### src/rtl/counter_ctrl_pkg.sv
// Shared constants for the counter control stage: FSM state encoding,
// count direction values and button indices.
package counter_ctrl_pkg;

  typedef enum logic [1:0] {
    IDLE = 2'd0,
    UP   = 2'd1,
    DOWN = 2'd2,
    HOLD = 2'd3
  } state_t;

  localparam logic DIR_UP   = 1'b0;
  localparam logic DIR_DOWN = 1'b1;

  // Bit positions of the buttons in the packed press vector
  localparam int BTN_UP    = 0;
  localparam int BTN_DOWN  = 1;
  localparam int BTN_HOLD  = 2;
  localparam int BTN_CLEAR = 3;
  localparam int NUM_BTN   = 4;

endpackage

### src/rtl/btn_debounce.sv
// One push-button: 2-flop synchroniser, stable-level debounce counter and
// a single-cycle press pulse on each accepted 0->1 change.
module btn_debounce #(
  parameter int DB_CYCLES = 4,
  parameter int DB_W      = 3
) (
  input  logic clk,
  input  logic rst,
  input  logic btn,
  output logic press
);

  localparam logic [DB_W-1:0] CNT_LAST = DB_W'(DB_CYCLES - 1);

  logic            sync1_reg;
  logic            sync2_reg;
  logic            level_reg;
  logic            level_next;
  logic            level_d_reg;
  logic [DB_W-1:0] cnt_reg;
  logic [DB_W-1:0] cnt_next;

  // The level flips on the DB_CYCLES-th consecutive disagreeing sample
  always_comb begin
    cnt_next   = cnt_reg;
    level_next = level_reg;
    if (sync2_reg == level_reg) begin
      cnt_next = '0;
    end else if (cnt_reg == CNT_LAST) begin
      cnt_next   = '0;
      level_next = ~level_reg;
    end else begin
      cnt_next = cnt_reg + 1'b1;
    end
  end

  always_ff @(posedge clk or posedge rst) begin
    if (rst) begin
      sync1_reg   <= 1'b0;
      sync2_reg   <= 1'b0;
      level_reg   <= 1'b0;
      level_d_reg <= 1'b0;
      cnt_reg     <= '0;
    end else begin
      sync1_reg   <= btn;
      sync2_reg   <= sync1_reg;
      level_reg   <= level_next;
      level_d_reg <= level_reg;
      cnt_reg     <= cnt_next;
    end
  end

  assign press = level_reg & ~level_d_reg;

endmodule

### src/rtl/counter_ctrl.sv
// Button-driven mode FSM for the 4-bit up/down counter. Optional bounce
// between 0 and max is enabled with `define COUNTER_CTRL_AUTOREV_EN.
module counter_ctrl
  import counter_ctrl_pkg::*;
#(
  parameter int W         = 4,
  parameter int DB_CYCLES = 4,
  parameter int DB_W      = 3
) (
  input  logic         clk,
  input  logic         Clr,
  input  logic         btn_up,
  input  logic         btn_down,
  input  logic         btn_hold,
  input  logic         btn_clear,
  input  logic [W-1:0] data,
  output logic         enable,
  output logic         direction,
  output logic         ClrN,
  output logic [1:0]   mode
);

  logic [NUM_BTN-1:0] btn_raw;
  logic [NUM_BTN-1:0] press;

  assign btn_raw = {btn_clear, btn_hold, btn_down, btn_up};

  generate
    for (genvar gi = 0; gi < NUM_BTN; gi++) begin : g_btn
      btn_debounce #(
        .DB_CYCLES (DB_CYCLES),
        .DB_W      (DB_W)
      ) u_db (
        .clk   (clk),
        .rst   (Clr),
        .btn   (btn_raw[gi]),
        .press (press[gi])
      );
    end
  endgenerate

  state_t state_reg;
  state_t state_next;
  logic   enable_reg;
  logic   enable_next;
  logic   dir_reg;
  logic   dir_next;
  logic   clrn_reg;
  logic   clrn_next;

`ifdef COUNTER_CTRL_AUTOREV_EN
  // Turn one count early: the counter acts on our outputs one edge later
  localparam logic [W-1:0] TURN_HI = {{(W-1){1'b1}}, 1'b0};
  localparam logic [W-1:0] TURN_LO = W'(1);
`else
  logic data_unused;
  assign data_unused = ^data;
`endif

  always_comb begin
    state_next = state_reg;
    if (press[BTN_CLEAR]) begin
      state_next = IDLE;
    end else if (press[BTN_HOLD]) begin
      case (state_reg)
        UP, DOWN: state_next = HOLD;
        HOLD:     state_next = (dir_reg == DIR_DOWN) ? DOWN : UP;
        default:  state_next = state_reg;
      endcase
    end else if (press[BTN_DOWN]) begin
      state_next = DOWN;
    end else if (press[BTN_UP]) begin
      state_next = UP;
    end
`ifdef COUNTER_CTRL_AUTOREV_EN
    else if (state_reg == UP && enable_reg && data == TURN_HI) begin
      state_next = DOWN;
    end else if (state_reg == DOWN && enable_reg && data == TURN_LO) begin
      state_next = UP;
    end
`endif

    enable_next = (state_next == UP) || (state_next == DOWN);
    dir_next    = dir_reg;
    if (state_next == UP) begin
      dir_next = DIR_UP;
    end else if (state_next == DOWN) begin
      dir_next = DIR_DOWN;
    end
    clrn_next = ~press[BTN_CLEAR];
  end

  always_ff @(posedge clk or posedge Clr) begin
    if (Clr) begin
      state_reg  <= IDLE;
      enable_reg <= 1'b0;
      dir_reg    <= DIR_UP;
      clrn_reg   <= 1'b1;
    end else begin
      state_reg  <= state_next;
      enable_reg <= enable_next;
      dir_reg    <= dir_next;
      clrn_reg   <= clrn_next;
    end
  end

  assign enable    = enable_reg;
  assign direction = dir_reg;
  assign ClrN      = clrn_reg;
  assign mode      = state_reg;

endmodule

### config.mk
export PLATFORM = sky130hd
export DESIGN_NAME = counter_ctrl
export DESIGN_NICKNAME = d
export VERILOG_FILES = /design/src/rtl/counter_ctrl_pkg.sv /design/src/rtl/btn_debounce.sv /design/src/rtl/counter_ctrl.sv
export SDC_FILE = /design/constraint.sdc
export NUM_CORES = 1
export LEC_CHECK = 0
export BUFFER_PORTS_ARGS = -buffer_cell sky130_fd_sc_hd__buf_4
export CAP_MARGIN = 5
export CORE_MARGIN = 10
export CORE_UTILIZATION = 50
export CTS_BUF_LIST = sky130_fd_sc_hd__clkbuf_16
export CTS_CLUSTER_DIAMETER = 150
export CTS_CLUSTER_SIZE = 24
export DETAILED_ROUTE_END_ITERATION = 10
export PLACE_DENSITY = 0.79
export SYNTH_ARGS = -nofsm -noshare
export SYNTH_HDL_FRONTEND = slang
export SYNTH_HIERARCHICAL = 1
export SYNTH_SLANG_ARGS = --single-unit
### constraint.sdc
create_clock -name clk -period 1.8 [get_ports clk]
set_clock_uncertainty 0.1 [all_clocks]
set_input_delay 0.27 -clock clk [delete_from_list [all_inputs] [get_ports clk]]
set_output_delay 0.27 -clock clk [all_outputs]
set_load 0.01 [all_outputs]
Word-level counts from Yosys, hierarchy flattened
Index checks and enable logic that the tools add are counted.
{"block": "word_totals", "in_bits": 10, "register_bits": 33, "wordCells": 81}
{"block": "op_classes", "eq_ne": 13, "n_mux": 16, "bitwise_logic": 17, "add_sub_neg": 4, "n_reduce_logical": 7}
{"cell": "$mux 3", "n": 8}
{"cell": "$not 1->1", "n": 13}
{"cell": "$add 3x1->3 const B", "n": 4}
{"cell": "$eq 3x2->1 const B", "n": 4}
{"cell": "$mux 2", "n": 5}
{"cell": "$reduce_and 2->1", "n": 4}
{"cell": "$eq 2x2->1 const B", "n": 3}
{"cell": "$and 1x1->1", "n": 4}
{"cell": "$eq 1x1->1", "n": 4}
{"cell": "$eq 2x1->1 const B", "n": 2}
{"cell": "$pmux 2 s2", "n": 1}
{"cell": "$mux 1", "n": 2}
{"cell": "$reduce_bool 2->1", "n": 1}
{"cell": "$reduce_or 2->1", "n": 1}
{"cell": "$logic_or 1x1->1", "n": 1}

Logic depth before layout (Yosys ltp)
Gate-level depths: netlist of run 1.
{"block": "logic_depth", "depth_word": 9, "mapped_depth": 8}

Cells and area by module
Netlist of run 1, hierarchy kept.
{"module": "btn_debounce", "area_per_inst_um2": 256.5, "n_inst": 4, "cells_per_inst": 16}
{"module": "counter_ctrl", "area_per_inst_um2": 297.8, "n_inst": 1, "cells_per_inst": 28}

Worst setup path before layout of run 1
No wires, ideal clock.
{"block": "synth_path", "path_type": "register -> register", "startpoint": "register state_reg[0] (netlist: mode[0])", "endpoint": "register dir_reg (netlist: direction)", "setup_ns": 0.126, "required_ns": 1.574, "synth_period_minus_slack_ns": 1.927, "stages_incl_launch_ff": 9, "arrival_ns": 1.701, "path_buffers": 0, "path_slack_ns": -0.127, "path_cell_list": "dfrtp_1 -> inv_1 -> ha_1 -> or2_4 -> o221ai_2 -> o41ai_1 -> ha_1 -> nand2_1 -> o21ai_0"}
{"block": "synth_between", "elab_chain_len": 7}
{"item": "start: declaration", "line": "counter_ctrl.sv:42", "source": "state_t state_reg;"}
{"item": "start signal: assignment", "line": "counter_ctrl.sv:100", "source": "state_reg <= state_next;"}
{"item": "$eq 2x1->1 / $eq 2x2->1 (equally long branches)", "line": "counter_ctrl.sv:65", "source": "case (state_reg)"}
{"item": "$reduce_or 2->1", "line": "counter_ctrl.sv:65"}
{"item": "$pmux 2 s2", "line": "counter_ctrl.sv:65"}
{"item": "$mux 2 (*)", "line": "counter_ctrl.sv:64", "source": "end else if (press[BTN_HOLD]) begin"}
{"item": "$mux 2 (*)", "line": "counter_ctrl.sv:62", "source": "if (press[BTN_CLEAR]) begin"}
{"item": "named net state_next[0]", "line": "counter_ctrl.sv:43", "source": "state_t state_next;"}
{"item": "$eq 2x1->1 / $eq 2x2->1 (equally long branches)", "line": "counter_ctrl.sv:85, counter_ctrl.sv:87"}
{"item": "$mux 1 / $reduce_bool 2->1 (equally long branches)"}
{"item": "end signal: assignment", "line": "counter_ctrl.sv:102", "source": "dir_reg <= dir_next;"}
{"item": "end: declaration", "line": "counter_ctrl.sv:46", "source": "logic dir_reg;"}
Mark *: on every way through the listed nets, which the timed path passes. The rest lies on a longest branch.
A chain may end at the register's enable or synchronous reset.

Final worst setup path of run 1
Ends and elaborated chain as after synthesis.

==> reports/results.txt, run 1 <==
outcome = complete, but fails checks
failing checks = negative setup slack
final setup vio count = 1
asr flop ratio synth = 100%
register area share after synthesis = 62.5%
CP delay by family, top = adder cells
Synth Net Count = 109
depth of the CTS H-tree = 2
Crit Path Class = flip-flop to flip-flop
HPWL after detailed placement = 1.67 mm
CP arrival = 1.90 ns
GRT Util Overall = 10.3%
CTS clock-pin slew for the worst setup and hold paths = 0.05 ns
Tcrit/Tclk final = 102%
post-synthesis adder-cell area fraction = 6.62%
Seq cells post-synth = 33
GRT overflow = 0
ANT nets after route = 0
Worst-Skew Late Latency = 0.27 ns
Routed WL = 2.31 mm
Placed Cells incl. Taps = 138
die area = 5110 um^2
First-pass DRT Iterations = 4
Max Transition Viols Final = 0
Worst R2R Start = mode[0]
count of input and output buffers = 10
mux contribution to synthesized area = 3.40%
Worst EP required = 1.86 ns
global-route wire length before repair = 4.06 mm
clock tree buffer depth = 2
peak supply drop = 1.27 mV
share of Yosys cell area claimed by the top area cell type = 60.5%
Netlist cell types = 22
worst hold endpoint = g_btn[0].u_db/sync1_reg
Sink Count = 33
area occupied by multi-input gates = 499 um^2
post-synthesis simple-gate area fraction = 16.4%
max FFs per register = 12
Top Ports = 15
P_leak = 0.811 nW
Fin. Hold Viols = 0
top-count cell post-synth = dfrtp_1
vias in the first global route = 876
site row count = 18
Final TNS setup = -0.0426 ns
CP Max Fanout = 3
Clk Tree Root Cell = clkbuf_16
TritonCTS clock tree = built
Die Y = 71.5 um
routability cong. = 0.842
largest cells by area after synthesis = dfrtp_1 (60%), ha_1 (6.6%), nor2b_4 (5.2%)
die width = 71.5 um
Initial Util = 53.0%
top cells by count, synth = dfrtp_1 (32), inv_1 (11), ha_1 (7)
largest net degree at the start of global routing = 10
Max Cap Viol = 0
flop2flop setup slack = -0.04 ns
per-cell routed wire length = 15.2 um
DR DRC count = 0
ANT cells = 0
share of cells above drive strength 1 = 41.8%
critical path, cell by cell = inv_2 -> ha_4 -> or2_4 -> o221ai_4 -> o41ai_2 -> ha_1 -> nand2_1 -> o21ai_1
Finished Layout Cells = 152
fin nets = 138
Buf/Inv on CP = 1
gate count of the mapped netlist = 92
HP Start = btn_up
final hold slack = 0.00554 ns
CP Capture Type = flip-flop
Num CTS Buffers = 5
Max Freq = 0.543 GHz
area added between synthesis and finish = 29.9%
final worst path period need = 1.84 ns
dpl ws = -0.0839 ns
crit path max-delay cell type = dfrtp_2
Hold Crit Class = input port to flip-flop
final worst slack = -0.0426 ns
hold depth = 1
cell taking the most area after synthesis = dfrtp_1
core outline area = 2500 um^2
RSZ-0062 raised after global routing = yes
initial antenna violation count = 0
vias post-DR = 774
fillers = 164
Max-slew headroom = 64.2%
vias per std cell = 5.09
Mean Syn Cell Area = 14.4 um^2
critical path's largest stage delay = 0.41 ns
Worst setup SP type = flip-flop
EDFF count, synth = 0
worst-margin pin slew = 0.536 ns
power density cells = 1780 nW/um^2
Yosys warning count = 6
Sequential Area = 830 um^2
main combinational cell family by area after synthesis = simple AND/OR/NAND/NOR gates
Iter 0 DRT Violations = 25
mapped cell area = 1320 um^2
R2R Path End = direction
R2R cell count = 8
top_reg_cell synth = dfrtp_1
total power = 3.05 mW
post-synthesis xor/xnor area fraction = 2.65%
Synth Area in Compound Gates = 5.39%
-- cell usage in the layout, fill, tap and decap left out, types with 2 or more instances in the layout --
master	n
nor2b_1	3
dfrtp_2	2
xnor2_1	4
inv_2	2
ha_1	5
inv_1	12
nor2b_4	6
buf_4	18
nor3b_2	4
clkbuf_16	5
dlygate4sd3_1	4
nor3_1	4
dfrtp_1	30
nor3b_1	4
mux2_2	4
-- kinds of logic after synthesis --
group	after synthesis
adder cells (fa/ha/maj)	7
AND/OR/NAND/NOR	25
AO/OA/AOI/OAI	8
flip-flops	33
buffers and inverters	11
multiplexers	4
XOR/XNOR	4
-- routing by layer --
layer	track usage, %	wire length [um]
met4	6.24	61
met2	16.9	1230
met3	5.10	129
met5	0	0
met1	10.2	887
-- per-stage QoR --
step | area, um^2 | util [%]
after floorplan | 1330 | -
after global placement | 1490 | 59.7
after detailed placement | 1490 | 59.7
after CTS | 1700 | 67.8
after global routing | 1720 | 68.8
final | 1720 | 68.8
-- worst max path at each step --
stage	depth (start not counted)	endpoint	slack, ns	from
finish	8	direction	-0.04	mode[0]
global route	8	direction	-0.09	mode[0]
CTS	8	direction	-0.1	mode[1]
detailed placement	8	direction	-0.08	mode[0]
global placement	8	direction	-0.04	mode[0]
floorplan	8	direction	-0.04	mode[0]
-- timing repair --
item | in CTS | in global routing
hold endpoints to repair | 35 | 0
resized for setup | 3 | 5
pin swaps | 4 | 3
endpoints found under the setup margin | 2 | 2
hold buffers | 4 | 0
gates cloned | 0 | 0
setup buffers | 2 | 0
-- final cells by class --
cell class,count,share of cell area (%)
Sequential cell,33,48.3
Inverter,11,2.40
Clock inverter,3,0.655
Timing Repair Buffer,22,10.2
Tap cell,30,2.18
Clock buffer,5,7.28
Multi-Input combinational cell,48,29.0
-- worst register-to-register path, stage by stage, from the launching register on --
cell	delay, ns
dfrtp_2	0.41
inv_2	0.07
ha_4	0.20
or2_4	0.24
o221ai_4	0.15
o41ai_2	0.11
ha_1	0.33
nand2_1	0.07
o21ai_1	0.06
-- power by group --
| group | switching [mW] | internal [mW] | leakage [nW] |
|---|---|---|---|
| Sequential | 0.136 | 0.989 | 0.405 |
| Combinational | 0.552 | 0.615 | 0.328 |
| Clock | 0.265 | 0.494 | 0.0776 |
| Total | 0.954 | 2.10 | 0.811 |
Power figures use the tool's default switching activity.
==> run 2, diff against run 1 <==
- CELL_PAD_IN_SITES_DETAIL_PLACEMENT: unset -> 0
- CELL_PAD_IN_SITES_GLOBAL_PLACEMENT: unset -> 2
- CORE_UTILIZATION: 50 -> 36
- SETUP_SLACK_MARGIN: unset -> 0.05
- SLEW_MARGIN: unset -> 10
==> run 2 against run 1 <==
The flow still finishes with violations (negative setup slack). Sequential cell count is the same. Combinational power shrank 8%. First-iteration DRC count grew 20%. Largest cell class unchanged. Die area grew 27%. Via count shrank 4.8%. Critical path type unchanged. Highest routed layer unchanged.
==> reports/results.txt, run 2 (synthesis gave the netlist of run 1 again) <==
fin nets = 137
worst hold endpoint = g_btn[2].u_db/sync1_reg
R2R Path End = direction
fillers = 303
clock share of power = 25.7%
site row count = 21
dpl ws = -0.0847 ns
Pint = 2.07 mW
CTS clock-pin slew for the worst setup and hold paths = 0.05 ns
Final TNS setup = -0.0207 ns
die area = 6500 um^2
Worst-Skew Late Latency = 0.27 ns
Placed Cells incl. Taps = 155
Fin. Hold Viols = 0
Initial Util = 38.5%
peak supply drop = 0.813 mV
die width = 80.6 um
Logic pwr share = 36.8%
Top Ports = 15
global-route wire length before repair = 3.51 mm
Sequential Area = 830 um^2
CP arrival = 1.88 ns
hold depth = 1
share of cells above drive strength 1 = 42.1%
worst-margin pin slew = 0.492 ns
ANT nets after route = 0
RSZ-0062 raised after global routing = yes
GRT overflow = 0
Hold Crit Class = input port to flip-flop
final hold slack = 0.00883 ns
vias per std cell = 4.41
CP Max Fanout = 3
R2R cell count = 8
largest net degree at the start of global routing = 11
Die Y = 80.6 um
count of input and output buffers = 10
outcome = complete, but fails checks
area occupied by multi-input gates = 485 um^2
per-cell routed wire length = 11.4 um
core outline area = 3440 um^2
Sink Count = 33
GRT Util Overall = 6.89%
clock tree buffer depth = 2
HPWL after detailed placement = 1.47 mm
First-pass DRT Iterations = 3
vias in the first global route = 811
Clk Tree Root Cell = clkbuf_16
commonest non-fill, non-tap cell in the layout = dfrtp_1
P_leak = 0.801 nW
DR DRC count = 0
Tcrit/Tclk final = 101%
routability cong. = 0.706
commonest non-fill, non-tap cells in the layout = dfrtp_1 (30), buf_4 (19), inv_1 (11)
Sw Ratio = 29.5%
depth of the CTS H-tree = 2
max FFs per register = 12
TritonCTS clock tree = built
area added between synthesis and finish = 29.4%
Seq pwr share = 37.6%
Max Cap Viol = 0
Finished Layout Cells = 167
Crit Path Class = flip-flop to flip-flop
NetSw = 865 uW
Max-slew headroom = 67.1%
final core occ = 49.8%
final worst slack = -0.0207 ns
initial antenna violation count = 0
ANT cells = 0
Worst EP required = 1.85 ns
Worst R2R Start = mode[0]
Max Freq = 0.549 GHz
failing checks = negative setup slack
final setup vio count = 1
HP Start = btn_hold
Routed WL = 1.90 mm
flop2flop setup slack = -0.02 ns
CP Capture Type = flip-flop
vias post-DR = 737
final worst path period need = 1.82 ns
Iter 0 DRT Violations = 30
Num CTS Buffers = 5
Worst setup SP type = flip-flop
power density cells = 1720 nW/um^2
Max Transition Viols Final = 0
-- run 2: cell count changes in the layout (fill, tap and decap cells not counted), sizes merged --
cell,delta
buf,+1
dlygate4sd3,-2
inv,-1
clkinv,+1
-- run 2: metal layers --
layer	track usage [%]	routed length (um)	vias up
met1	8.06	868	357
met5	0	0	-
met3	3.79	123	4
met4	3.70	25	0
met2	9.79	878	11
li1	-	-	365
-- run 2: what timing repair did --
item | 4_1_cts | 5_1_grt
hold buffers | 1 | 1
setup endpoints to repair | 2 | 2
gates resized for setup | 3 | 3
buffers inserted | 2 | 0
hold endpoints to repair | 32 | 1
pin swaps | 5 | 3
-- run 2: power groups by stage --
| stage | Sequential, mW | Clock [mW] | Combinational, mW |
|---|---|---|---|
| floorplan | 1.14 | 0 | 0.654 |
| global placement | 1.11 | 0 | 0.986 |
| detailed placement | 1.12 | 0 | 1.02 |
| CTS | 1.10 | 0.776 | 1.09 |
| global route | 1.13 | 0.810 | 1.21 |
| finish | 1.10 | 0.754 | 1.08 |
-- run 2: worst max path at each step --
| stage | from | to |
|---|---|---|
| after floorplan | mode[0] | direction |
| after global placement | mode[0] | direction |
| after detailed placement | mode[0] | direction |
| after CTS | mode[1] | direction |
| after global routing | mode[1] | direction |
| final | mode[0] | direction |
-- run 2: critical path, cell delays in order (launching register included) --
cell	delay, ns
dfrtp_2	0.40
inv_2	0.06
ha_4	0.18
or2_4	0.24
o221ai_2	0.15
o41ai_2	0.12
ha_1	0.33
nand2_1	0.07
o21ai_1	0.06
-- run 2: cell type report --
cell class / count / area share (%)
inverters: 11 / 2.41
well taps: 46 / 3.36
clock buffers: 5 / 7.30
clock inverters: 3 / 0.657
flip-flops and latches: 33 / 48.4
repair buffers: 21 / 9.50
multi-input cells: 48 / 28.3
-- run 2: through the flow --
stage / instance area [um^2] / power [mW]
floorplan: 1330 / 1.80
global placement: 1520 / 2.09
detailed placement: 1520 / 2.14
CTS: 1690 / 2.97
global route: 1710 / 3.16
finish: 1710 / 2.94
==> run 3, diff against run 2 <==
- ABC_AREA: unset -> 1
- CORE_UTILIZATION: 36 -> 31
- PLACE_DENSITY: 0.79 -> 0.78
==> run 3 against run 2 <==
The run now ends clean. Combinational power grew 7%. Highest routed layer unchanged. First-iteration DRC count fell by 13%. Via count rose by 24%. Die area up 15%. Non-clock buffer count decreased by 3.
==> reports/results.txt, run 3 <==
Mean Syn Cell Area = 9.27 um^2
Synth Net Count = 165
Crit Path Class = flip-flop to flip-flop
crit path max-delay cell type = dfrtp_1
power density cells = 1780 nW/um^2
WL met1 = 980 um
clock tree buffer depth = 2
RSZ-0062 raised after global routing = no
Num CTS Buffers = 5
commonest non-fill, non-tap cell in the layout = nand2_1
placed inst area = 1520 um^2
gate count of the mapped netlist = 148
Final TNS setup = 0 ns
final core occ = 41.6%
Seq cells post-synth = 33
share of cells above drive strength 1 = 28.2%
core outline area = 4320 um^2
Worst R2R Start = mode[0]
die width = 86.5 um
TritonCTS clock tree = built
CP Max Fanout = 3
worst setup path startpoint = mode[0]
Design Area, Final = 1800 um^2
Max Transition Viols Final = 0
Hold Crit Class = flip-flop to flip-flop
final setup vio count = 0
top routing layer in use = met4
Buf/Inv on CP = 1
Netlist cell types = 14
Initial Util = 31.7%
R2R cell count = 9
Iter 0 DRT Violations = 26
GRT Util Overall = 6.89%
EDFF count, synth = 0
Clk Tree Root Cell = clkbuf_16
Worst setup SP type = flip-flop
area added between synthesis and finish = 31.2%
depth of the CTS H-tree = 2
GRT overflow = 0
P_leak = 0.922 nW
Crit path depth = 9
global-route wire length before repair = 4.07 mm
top cells by count, synth = nand2_1 (36), dfrtp_1 (32), inv_1 (26)
critical path, cell by cell = inv_2 -> ha_4 -> nor2_4 -> nand2_2 -> a21oi_2 -> nor2_2 -> ha_4 -> nand2_1 -> o21ai_0
critical path's largest stage delay = 0.38 ns
Max-slew headroom = 81.8%
Max Cap Viol = 0
vias in the first global route = 955
First-pass DRT Iterations = 4
cell repeated most along the worst path = ha_4
met3 wire length = 123 um
DR DRC count = 0
Placed Cells incl. Taps = 211
Sink Count = 33
Sequential Area = 827 um^2
Die Y = 86.5 um
Worst Setup EP = direction
register area share after synthesis = 60.3%
asr flop ratio synth = 100%
ANT cells = 0
final hold slack = 0.246 ns
HP Start = g_btn[2].u_db/sync1_reg
share of Yosys cell area claimed by the top area cell type = 58.4%
Fin. Hold Viols = 0
cell taking the most area after synthesis = dfrtp_1
Top Ports = 15
largest net degree at the start of global routing = 12
Worst-Skew Late Latency = 0.27 ns
CTS clock-pin slew for the worst setup and hold paths = 0.05 ns
worst-margin pin slew = 0.273 ns
ANT nets after route = 0
largest cells by area after synthesis = dfrtp_1 (58%), nand2_1 (9.9%), inv_1 (7.1%)
peak supply drop = 0.701 mV
WL met2 = 1.01 mm
final worst path period need = 1.63 ns
Tcrit/Tclk final = 90.5%
outcome = complete, no violations
vias post-DR = 917
CP Capture Type = flip-flop
fillers = 443
top-count cell post-synth = nand2_1
CP arrival = 1.68 ns
die area = 7480 um^2
R2R Path End = direction
CP delay by family, top = adder cells
routability cong. = 0.747
Finished Layout Cells = 226
Worst EP required = 1.85 ns
area occupied by multi-input gates = 477 um^2
max FFs per register = 12
mapped cell area = 1370 um^2
per-cell routed wire length = 9.48 um
fin nets = 190
count of input and output buffers = 10
initial antenna violation count = 0
Yosys warning count = 6
Max Freq = 0.614 GHz
site row count = 24
commonest non-fill, non-tap cells in the layout = nand2_1 (35), dfrtp_1 (32), inv_1 (25)
Routed WL = 2.14 mm
vias per std cell = 4.06
flop2flop setup slack = 0.17 ns
HPWL after detailed placement = 1.64 mm
top_reg_cell synth = dfrtp_1
-- run 3: cell types whose count changed after synthesis, sizes merged, moves of 4 or more --
cell   delta
inv      +20
mux2      -4
nand2    +47
nand3     +5
nor2     +18
nor2b    -10
nor3      -4
nor3b     -8
xnor2     -4
-- run 3: layout make-up --
class	count	area share (%)
clock buffers	5	6.95
clock inverters	3	2.29
inverters	31	6.47
multi-input cells	84	26.5
flip-flops and latches	33	46.0
well taps	52	3.62
repair buffers	18	8.21
-- run 3: where the power goes --
group          leakage [nW]  internal [mW]  switching (mW)
Sequential            0.411          0.977           0.125
Combinational         0.434          0.528           0.628
Clock                0.0775          0.646           0.290
Total                 0.922           2.15            1.04
-- run 3: worst min path at each step --
| stage | cells past startpoint | slack (ns) | to |
|---|---|---|---|
| 2_1_floorplan | 1 | -0.05 | direction |
| 3_3_place_gp | 2 | 0.12 | mode[1] |
| 3_5_place_dp | 2 | 0.12 | mode[0] |
| 4_1_cts | 0 | 0.25 | g_btn[3].u_db/sync2_reg |
| 5_1_grt | 0 | 0.25 | g_btn[3].u_db/sync2_reg |
| 6_report | 0 | 0.25 | g_btn[2].u_db/sync2_reg |
-- run 3: timing repair --
| action | 4_1_cts | 5_1_grt |
|---|---|---|
| setup buffers | 2 | 0 |
| pin swaps | 4 | 3 |
| hold endpoints to repair | 36 | 0 |
| hold buffers | 5 | 0 |
| endpoints found under the setup margin | 1 | 1 |
| resized for setup | 2 | 8 |
-- run 3: kinds of logic (layout without fill, tap and decap cells) --
group                      Yosys count  in the layout  synth area share, %
and+or+nand+nor                     72             72                 22.5
DFF                                 33             33                 60.3
buffers and inverters               31             57                 8.49
adders and majority gates            7              7                 6.39
AOI/OAI and AO/OA                    5              5                 2.28
-- run 3: per-stage QoR --
stage,total power [mW],setup slack [ns]
final,3.19,0.170
after global routing,3.49,0.0788
after CTS,3.11,0.0597
after detailed placement,2.07,0.00676
after global placement,2.02,0.0599
after floorplan,1.79,0.0677
-- run 3: metal layers --
layer  vias to the layer above  global-route usage [%]
li1                        483                       -
met1                       417                    7.61
met2                        14                    10.3
met3                         3                    3.75
met4                         0                    3.98
met5                         -                       0
